## src/rtl/bcd_pkg.sv

```systemverilog
// Shared definitions for the BCD arithmetic blocks: digit type, correction constants and
// the serial-adder state encoding.
package bcd_pkg;

    localparam int unsigned DIGIT_W  = 4;
    localparam logic [3:0]  BCD_MAX  = 4'd9;
    localparam logic [3:0]  BCD_CORR = 4'd6;

    typedef logic [DIGIT_W-1:0] digit_t;

    typedef enum logic [1:0] {
        IDLE = 2'd0,
        RUN  = 2'd1,
        DONE = 2'd2
    } state_e;

endpackage

```

## src/rtl/bcd_digit_adder.sv

```systemverilog
// Combinational single-digit BCD adder with decimal correction; digits above 9 are
// processed with the same rule and the result is truncated to 4 bits.
module bcd_digit_adder
    import bcd_pkg::*;
(
    input  logic [3:0] a_i,
    input  logic [3:0] b_i,
    input  logic       cin_i,
    output logic [3:0] digit_o,
    output logic       cout_o
);

    logic [4:0] t;

    always_comb begin
        t = {1'b0, a_i} + {1'b0, b_i} + {4'd0, cin_i};
        if (t > {1'b0, BCD_MAX}) begin
            digit_o = t[3:0] + BCD_CORR;
            cout_o  = 1'b1;
        end else begin
            digit_o = t[3:0];
            cout_o  = 1'b0;
        end
    end

endmodule

```

## src/rtl/bcd_serial_adder.sv

```systemverilog
// Digit-serial multi-digit BCD adder, one digit per clock, LSD first.
// Define BCD_SERIAL_ADDER_CHECK_EN to enable the sticky invalid-digit flag on err.
module bcd_serial_adder
    import bcd_pkg::*;
#(
    parameter int unsigned DIGITS = 4
) (
    input  logic                  clk,
    input  logic                  rst_n,
    input  logic                  start,
    input  logic [4*DIGITS-1:0]   a,
    input  logic [4*DIGITS-1:0]   b,
    input  logic                  cin,
    output logic                  busy,
    output logic                  done,
    output logic [4*DIGITS-1:0]   sum,
    output logic                  cout,
    output logic                  err
);

    localparam int unsigned W     = DIGIT_W * DIGITS;
    localparam int unsigned IDX_W = (DIGITS > 1) ? $clog2(DIGITS) : 1;
    localparam logic [IDX_W-1:0] LAST_IDX = IDX_W'(DIGITS - 1);

    state_e           state_q, state_d;
    logic [IDX_W-1:0] idx_q, idx_d;
    logic             carry_q, carry_d;
    logic [W-1:0]     a_q, a_d, b_q, b_d, sum_q, sum_d;
    logic             cout_q, cout_d;

    digit_t a_dig, b_dig, sum_dig;
    logic   carry_nxt;
    logic   accept;

    assign a_dig  = a_q[idx_q*DIGIT_W +: DIGIT_W];
    assign b_dig  = b_q[idx_q*DIGIT_W +: DIGIT_W];
    assign accept = start && (state_q != RUN);

    bcd_digit_adder u_digit (
        .a_i     (a_dig),
        .b_i     (b_dig),
        .cin_i   (carry_q),
        .digit_o (sum_dig),
        .cout_o  (carry_nxt)
    );

    always_comb begin
        state_d = state_q;
        idx_d   = idx_q;
        carry_d = carry_q;
        a_d     = a_q;
        b_d     = b_q;
        sum_d   = sum_q;
        cout_d  = cout_q;
        unique case (state_q)
            IDLE, DONE: begin
                if (accept) begin
                    state_d = RUN;
                    a_d     = a;
                    b_d     = b;
                    carry_d = cin;
                    sum_d   = '0;
                    cout_d  = 1'b0;
                    idx_d   = '0;
                end else begin
                    state_d = IDLE;
                end
            end
            RUN: begin
                sum_d[idx_q*DIGIT_W +: DIGIT_W] = sum_dig;
                carry_d = carry_nxt;
                idx_d   = idx_q + 1'b1;
                if (idx_q == LAST_IDX) begin
                    cout_d  = carry_nxt;
                    state_d = DONE;
                end
            end
            default: state_d = IDLE;
        endcase
    end

    always_ff @(posedge clk) begin
        if (!rst_n) begin
            state_q <= IDLE;
            idx_q   <= '0;
            carry_q <= 1'b0;
            a_q     <= '0;
            b_q     <= '0;
            sum_q   <= '0;
            cout_q  <= 1'b0;
        end else begin
            state_q <= state_d;
            idx_q   <= idx_d;
            carry_q <= carry_d;
            a_q     <= a_d;
            b_q     <= b_d;
            sum_q   <= sum_d;
            cout_q  <= cout_d;
        end
    end

    assign busy = (state_q == RUN);
    assign done = (state_q == DONE);
    assign sum  = sum_q;
    assign cout = cout_q;

`ifdef BCD_SERIAL_ADDER_CHECK_EN
    logic err_q, err_d;

    always_comb begin
        err_d = err_q;
        if (accept) begin
            err_d = 1'b0;
        end else if (state_q == RUN && (a_dig > BCD_MAX || b_dig > BCD_MAX)) begin
            err_d = 1'b1;
        end
    end

    always_ff @(posedge clk) begin
        if (!rst_n) begin
            err_q <= 1'b0;
        end else begin
            err_q <= err_d;
        end
    end

    assign err = err_q;
`else
    assign err = 1'b0;
`endif

endmodule

```

## config.mk

```make
export PLATFORM = sky130hd
export DESIGN_NAME = bcd_serial_adder
export DESIGN_NICKNAME = d
export VERILOG_FILES = /design/src/rtl/bcd_pkg.sv /design/src/rtl/bcd_digit_adder.sv /design/src/rtl/bcd_serial_adder.sv
export SDC_FILE = /design/constraint.sdc
export NUM_CORES = 1
export LEC_CHECK = 0
export CAP_MARGIN = 20
export CORE_ASPECT_RATIO = 0.8
export CORE_UTILIZATION = 25
export CTS_CLUSTER_DIAMETER = 80
export DETAILED_ROUTE_END_ITERATION = 12
export MAX_ROUTING_LAYER = met4
export PLACE_DENSITY = 0.46
export REMOVE_ABC_BUFFERS = 1
export SETUP_SLACK_MARGIN = 0.02
export SKIP_CTS_REPAIR_TIMING = 1
export SYNTH_ARGS = -nofsm -noshare
export SYNTH_HDL_FRONTEND = slang
export SYNTH_SLANG_ARGS = --single-unit
```

## constraint.sdc

```tcl
create_clock -name clk -period 6.7 [get_ports clk]
set_input_delay 1.005 -clock clk [delete_from_list [all_inputs] [get_ports clk]]
set_output_delay 1.005 -clock clk [all_outputs]
set_load 0.005 [all_outputs]
```

* After elaboration in Yosys (flattened, before gate mapping)
Cells that the tools add are included.
W data, S select, Z words.
** Operators by class
- Equality and inequality tests :: 6
- Add/sub/neg operators :: 5
- Shift operators :: 4
- Multiplexer cells :: 15
- $lt $le $gt $ge :: 1
- Reductions and logical operators :: 7
** Operators with widths (count)
- $neg A4 Y34 :: 1
- $shift A4 B34 Y16 const A :: 1
- $shiftx A4 B34 Y16 :: 1
- $pmux W16 S2 :: 1
- $shiftx A16 B5 Y4 :: 2
- $bwmux W16 :: 1
- $mux W16 :: 1
- $pmux W2 S2 :: 2
- $add A4 B4 Y5 :: 1
- $add A5 B1 Y5 :: 1
- $gt A5 B4 Y1 const B :: 1
- $mux W1 :: 5
- $add A4 B3 Y4 const B :: 1
- $eq A2 B2 Y1 const B :: 2
- $mux W2 :: 2
- $mux W4 :: 1
- $ne A2 B1 Y1 const B :: 2
- $pmux W1 S2 :: 2
- $reduce_and A2 Y1 :: 2
- $reduce_and A3 Y1 :: 1
- $add A2 B1 Y2 const B :: 1
- $eq A2 B1 Y1 const B :: 1
- $logic_not A2 Y1 :: 1
- $ne A2 B2 Y1 const B :: 1
- 3 further kinds :: 3
** Word-level totals
- Input bits :: 36
- Output and inout bits :: 20
- Bits in registers :: 54

* Logic depth before layout (Yosys ltp)
- Depth in word-level cells :: 8
- Depth in mapped cells :: 13
- Depth with buffers taken out :: 10

* By module
From an unflattened synthesis, not the netlist that was laid out.
** Unflattened totals
- Cell total of the unflattened synthesis :: 278
- Area total of the unflattened synthesis :: 2433.6 µm²
** Modules (own cells, without submodules)
- bcd_serial_adder :: times used 1, area an instance 2222.1 µm², seq. area each 1081.0 µm², cells an instance 256
- bcd_digit_adder :: times used 1, area an instance 211.5 µm², seq. area each 0.0 µm², cells an instance 22

* Worst setup path before layout
No wires, ideal clock.
- Kind :: register -> register
- From :: reg idx_q[0]
- To :: reg sum_q[10], in the netlist sum[10]
- Library setup time :: 0.061 ns
- Path slack :: 2.891 ns
- Required time :: 6.639 ns
- Arrival time :: 3.747 ns
- Path buffers :: 3
- Cell stages (with the launch flop) :: 14
- Path through :: dfxtp_1 -> buf_2 -> mux4_2 -> fa_1 -> fa_1 -> buf_2 -> inv_1 -> ha_1 -> nor2b_1 -> a31o_1 -> buf_6 -> o31ai_4 -> mux2i_1 -> a32o_1
** On the way
- Cells in the longest elaborated chain, start to end :: 8
** RTL lines
- from (decl) :: line bcd_serial_adder.sv:26 : logic [IDX_W-1:0] idx_q, idx_d;
- from (signal assigned) :: line bcd_serial_adder.sv:93 : idx_q <= idx_d;
- $shiftx A16 B5 Y4 (on tied branches) :: line bcd_serial_adder.sv:35, bcd_serial_adder.sv:36
- $add A4 B4 Y5 :: line bcd_digit_adder.sv:16 : t = {1'b0, a_i} + {1'b0, b_i} + {4'd0, cin_i};
- $add A5 B1 Y5 :: line bcd_digit_adder.sv:16
- $add A4 B3 Y4 / $gt A5 B4 Y1 (equally long branches) :: line bcd_digit_adder.sv:18, bcd_digit_adder.sv:17
- $mux W4 :: line bcd_digit_adder.sv:17 : if (t > {1'b0, BCD_MAX}) begin
- $shiftx A4 B34 Y16 :: line bcd_serial_adder.sv:70 : sum_d[idx_q*DIGIT_W +: DIGIT_W] = sum_dig;
- $bwmux W16 (*) :: line bcd_serial_adder.sv:70
- $pmux W16 S2 (*) :: line bcd_serial_adder.sv:55 : unique case (state_q)
- to (signal assigned) :: line bcd_serial_adder.sv:97 : sum_q <= sum_d;
- to (decl) :: line bcd_serial_adder.sv:28 : logic [W-1:0] a_q, a_d, b_q, b_d, sum_q, sum_d;
Mark *: on every way between the ends. The rest lies on a longest branch, timed or not.
A chain may end at the register's enable or synchronous reset.

* Worst setup path in the final report
Same ends and word-level chain as after synthesis.

==> metrics.txt <==
# TYPE chip_impl_metric gauge
chip_impl_metric{name="grt_start_max_net_pins",unit=""} 47
chip_impl_metric{name="grt_pass1_wl",unit="microns"} 11200
chip_impl_metric{name="synthToLayoutAreaGrowth",unit="%"} 31.2
chip_impl_metric{name="cap_violations",unit=""} 0
chip_impl_metric{name="synth-seq-cells",unit=""} 54
chip_impl_metric{name="finalHoldViolations",unit=""} 0
chip_impl_info{name="critical_path.startpoint_type",value="flip-flop"} 1
chip_impl_metric{name="path_max_fanout",unit=""} 17
chip_impl_metric{name="area_fraction_of_the_dominant_cell_type_after_synthesis",unit=""} 0.418
chip_impl_info{name="layout.cells.most_common",value="nand2_1"} 1
chip_impl_metric{name="drt-initial-drc-count",unit=""} 115
chip_impl_metric{name="netSwitchingFraction",unit=""} 0.269
chip_impl_metric{name="number_of_top_level_pins",unit=""} 56
chip_impl_metric{name="floorplan.die.width",unit="microns"} 116
chip_impl_metric{name="total_clock_buffers_created_by_cts",unit=""} 5
chip_impl_metric{name="globalRouteTotalUtil",unit=""} 0.138
chip_impl_info{name="run_status",value="complete, no violations"} 1
chip_impl_metric{name="synth_cell_type_count",unit=""} 45
chip_impl_metric{name="vdd_ir_drop_max",unit="uV"} 97.4
chip_impl_metric{name="regToRegSetupSlack",unit="ns"} 2.07
chip_impl_metric{name="r2r.worst_path.cells",unit=""} 10
chip_impl_metric{name="initial_utilization",unit=""} 0.262
chip_impl_metric{name="fin_cells",unit=""} 474
chip_impl_metric{name="numPortBuffers",unit=""} 54
chip_impl_info{name="timing.hold.worst.start",value="a_q[14]"} 1
chip_impl_metric{name="num_vias",unit=""} 2248
chip_impl_metric{name="worstMarginPinSlew",unit="ns"} 0.887
chip_impl_metric{name="mean_cell_area_of_the_mapped_netlist",unit="sq um"} 8.76
chip_impl_metric{name="drc",unit=""} 0
chip_impl_metric{name="power.density",unit="nW/um^2"} 232
chip_impl_metric{name="wl",unit="microns"} 6690
chip_impl_metric{name="place_hpwl",unit="microns"} 4770
chip_impl_info{name="grt_setup_unrepaired",value="no"} 1
chip_impl_metric{name="worst_ep_arrival_time",unit="ns"} 4.87
chip_impl_metric{name="drtPass1Iterations",unit=""} 4
chip_impl_metric{name="via_count_of_the_first_global_routing_pass",unit=""} 2203
chip_impl_metric{name="globalplace.congestion",unit=""} 0.809
chip_impl_metric{name="numClockSinks",unit=""} 54
chip_impl_metric{name="floorplan.die.height",unit="microns"} 92.9
chip_impl_metric{name="max_freq",unit="MHz"} 216
chip_impl_metric{name="synth_seq_area_share",unit=""} 0.418
chip_impl_metric{name="max_slew_margin",unit=""} 0.403
chip_impl_metric{name="core-area",unit="sq um"} 9850
chip_impl_metric{name="asyncSetResetFlopFracSynth",unit=""} 0
chip_impl_metric{name="synth.cell_area",unit="sq um"} 2580
chip_impl_metric{name="fraction_of_final_layout_cells_sized_beyond_drive_strength_1",unit=""} 0.0828
chip_impl_info{name="ys_dominant_reg_cell",value="dfxtp_1"} 1
chip_impl_info{name="cts_root_buffer",value="clkbuf_16"} 1
chip_impl_metric{name="power.net_switching",unit="mW"} 0.211
chip_impl_metric{name="cts.reportedPaths.clkPinSlew",unit="ns"} 0.07
chip_impl_metric{name="comb_power_share",unit=""} 0.182
chip_impl_metric{name="cellLeakagePower",unit="nW"} 1.18
chip_impl_metric{name="finish.utilization",unit=""} 0.344
chip_impl_metric{name="p_int",unit="mW"} 0.575
chip_impl_metric{name="seq_power_share",unit=""} 0.442
chip_impl_metric{name="route.detailed.vias_per_inst",unit=""} 4.74
chip_impl_info{name="worstSetupPathType",value="flip-flop to flip-flop"} 1
chip_impl_metric{name="initial_antenna_violation_count",unit=""} 0
chip_impl_metric{name="finalCritPeriodShare",unit=""} 0.691
chip_impl_info{name="rr_startpoint",value="idx_q[0]"} 1
chip_impl_metric{name="cpPeakStageDelay",unit="ns"} 0.85
chip_impl_metric{name="yosysWarningCount",unit=""} 0
chip_impl_info{name="regToRegEndpoint",value="sum[10]"} 1
chip_impl_metric{name="gr-total-overflow",unit=""} 0
chip_impl_info{name="ys_top_cells_by_area",value="dfxtp_1, nand2_1, a21oi_1"} 1
chip_impl_metric{name="clock_period_minus_final_worst_setup_slack",unit="ns"} 4.63
chip_impl_info{name="layout.cells.most_common_list",value="nand2_1, dfxtp_1, clkdlybuf4s50_1, a21oi_1, nor2_1"} 1
chip_impl_info{name="synth.largest_area_cell",value="dfxtp_1"} 1
chip_impl_metric{name="setup_viol",unit=""} 0
chip_impl_metric{name="wl_per_cell",unit="microns"} 14.1
chip_impl_metric{name="synth_edf_count",unit=""} 0
chip_impl_metric{name="insertedDiodeCount",unit=""} 0
chip_impl_metric{name="rows",unit=""} 32
chip_impl_metric{name="cts_htree_levels",unit=""} 2
chip_impl_metric{name="critical_path.n_buffers_inverters",unit=""} 1
chip_impl_metric{name="cts_max_path_buffers",unit=""} 2
chip_impl_info{name="worstPathCellList",value="mux4_2 > fa_1 > fa_1 > inv_1 > ha_1 > nor2b_1 > a31o_1 > o31ai_4 > mux2i_1 > a32o_1"} 1
chip_impl_info{name="crit_top_cell",value="fa_1"} 1
chip_impl_info{name="whs_endpoint",value="a_q[14]"} 1
chip_impl_metric{name="finalMaxSlewViolations",unit=""} 0
chip_impl_metric{name="tns",unit="ns"} 0
chip_impl_info{name="critPathCaptureType",value="flip-flop"} 1
chip_impl_info{name="crit_slowest_cell",value="fa_1"} 1
chip_impl_metric{name="post-place-cells",unit=""} 465
chip_impl_metric{name="floorplan.die_area",unit="sq um"} 10700
chip_impl_metric{name="finish.net_count",unit=""} 383
chip_impl_metric{name="synth_cells",unit=""} 295
chip_impl_metric{name="hold_path_depth",unit=""} 2
chip_impl_info{name="critical_path.top_delay_family",value="adder cells"} 1
chip_impl_metric{name="worstPathRequired",unit="ns"} 6.94
chip_impl_info{name="cts_tree",value="done"} 1
chip_impl_metric{name="clock-skew-final",unit="ns"} 0.00328
chip_impl_metric{name="drt.antenna.violating_nets",unit=""} 0
chip_impl_metric{name="pwr-share-clk",unit=""} 0.375
chip_impl_metric{name="insertion_delay",unit="ns"} 0.29
chip_impl_info{name="min_path_type",value="flip-flop to flip-flop"} 1
worst register-to-register path, stage by stage (launching register included):
cell and delay (ns):
dfxtp_1 0.84, mux4_2 0.61, fa_1 0.46, fa_1 0.85, inv_1 0.13, ha_1 0.23, nor2b_1 0.13, a31o_1 0.33
o31ai_4 0.36, mux2i_1 0.40, a32o_1 0.22
per-layer routing:
layer | track usage | wire (microns)
met1 | 0.193 | 3380
met2 | 0.200 | 2880
met3 | 0.0321 | 350
met4 | 0.0353 | 78
met5 | - | 0
synth_stat cells (2+ instances only):
cell and n:
nand3b_1 3, a21o_2 2, nor2b_1 3, a32oi_1 4, ha_1 8, o2bb2ai_1 4, or4_1 2, clkbuf_1 13
mux4_2 8, nand2_1 75, a22oi_1 2, fa_1 2, inv_1 5, a32o_1 4, o41a_2 3, buf_2 3
mux2i_1 2, a21oi_1 45, nor2_1 11, dfxtp_1 54, nand3_1 8, o31ai_1 2, buf_1 3, nand4_1 4
a41oi_1 2, nand2b_1 2, o311a_1 2, o2111ai_1 2
worst max-delay path by stage:
stage,startpoint,endpoint,depth (start not counted)
2_1_floorplan,idx_q[0],sum[10],10
3_3_place_gp,idx_q[0],sum[10],10
3_5_place_dp,idx_q[0],sum[2],10
4_1_cts,idx_q[0],sum[2],10
5_1_grt,idx_q[0],sum[14],10
6_report,idx_q[0],sum[10],10
through the flow:
stage / setup slack [ns] / cell area (sq um) / power (mW) / hold slack, ns
floorplan: 2.65 / 2480 / 0.442 / 0.433
global placement: 2.15 / 3210 / 0.498 / 0.441
detailed placement: 2.04 / 3210 / 0.500 / 0.447
CTS: 2.02 / 3380 / 0.798 / 0.457
global route: 1.71 / 3390 / 0.827 / 0.474
finish: 2.07 / 3390 / 0.787 / 0.453
power by group through the flow:
stage	Sequential (mW)	Combinational (mW)	Clock (mW)
CTS	0.348	0.145	0.304
detailed placement	0.356	0.144	0
global route	0.350	0.159	0.318
floorplan	0.352	0.0900	0
global placement	0.356	0.142	0
finish	0.348	0.143	0.295
state kept, by name, summed over array words and instances, names as in the netlist:
signal and flops:
carry_q 1, cout 1, a_q 16, sum 16
state_q 2, idx_q 2, b_q 16
cells by family (layout without fill, tap and decap cells):
logic type	after synthesis	count (layout)	synth area share
AND/OR/NAND/NOR	116	116	0.200
AO/OA/AOI/OAI	75	75	0.198
flip-flops	54	54	0.418
buffers and inverters	28	71	0.0470
adder cells (fa/ha/maj)	10	10	0.0542
multiplexers	10	10	0.0775
other	1	1	0.00145
XOR/XNOR	1	1	0.00339
cell type report:
class	instances	area, sq um
clock inverter	3	45.0
fill	1070	6460
sequential	54	1080
tap	136	170
timing repair buffer	57	563
multi-input combinational	213	1380
clock buffer	5	125
inverter	6	22.5
Power figures use the tool's default switching activity.
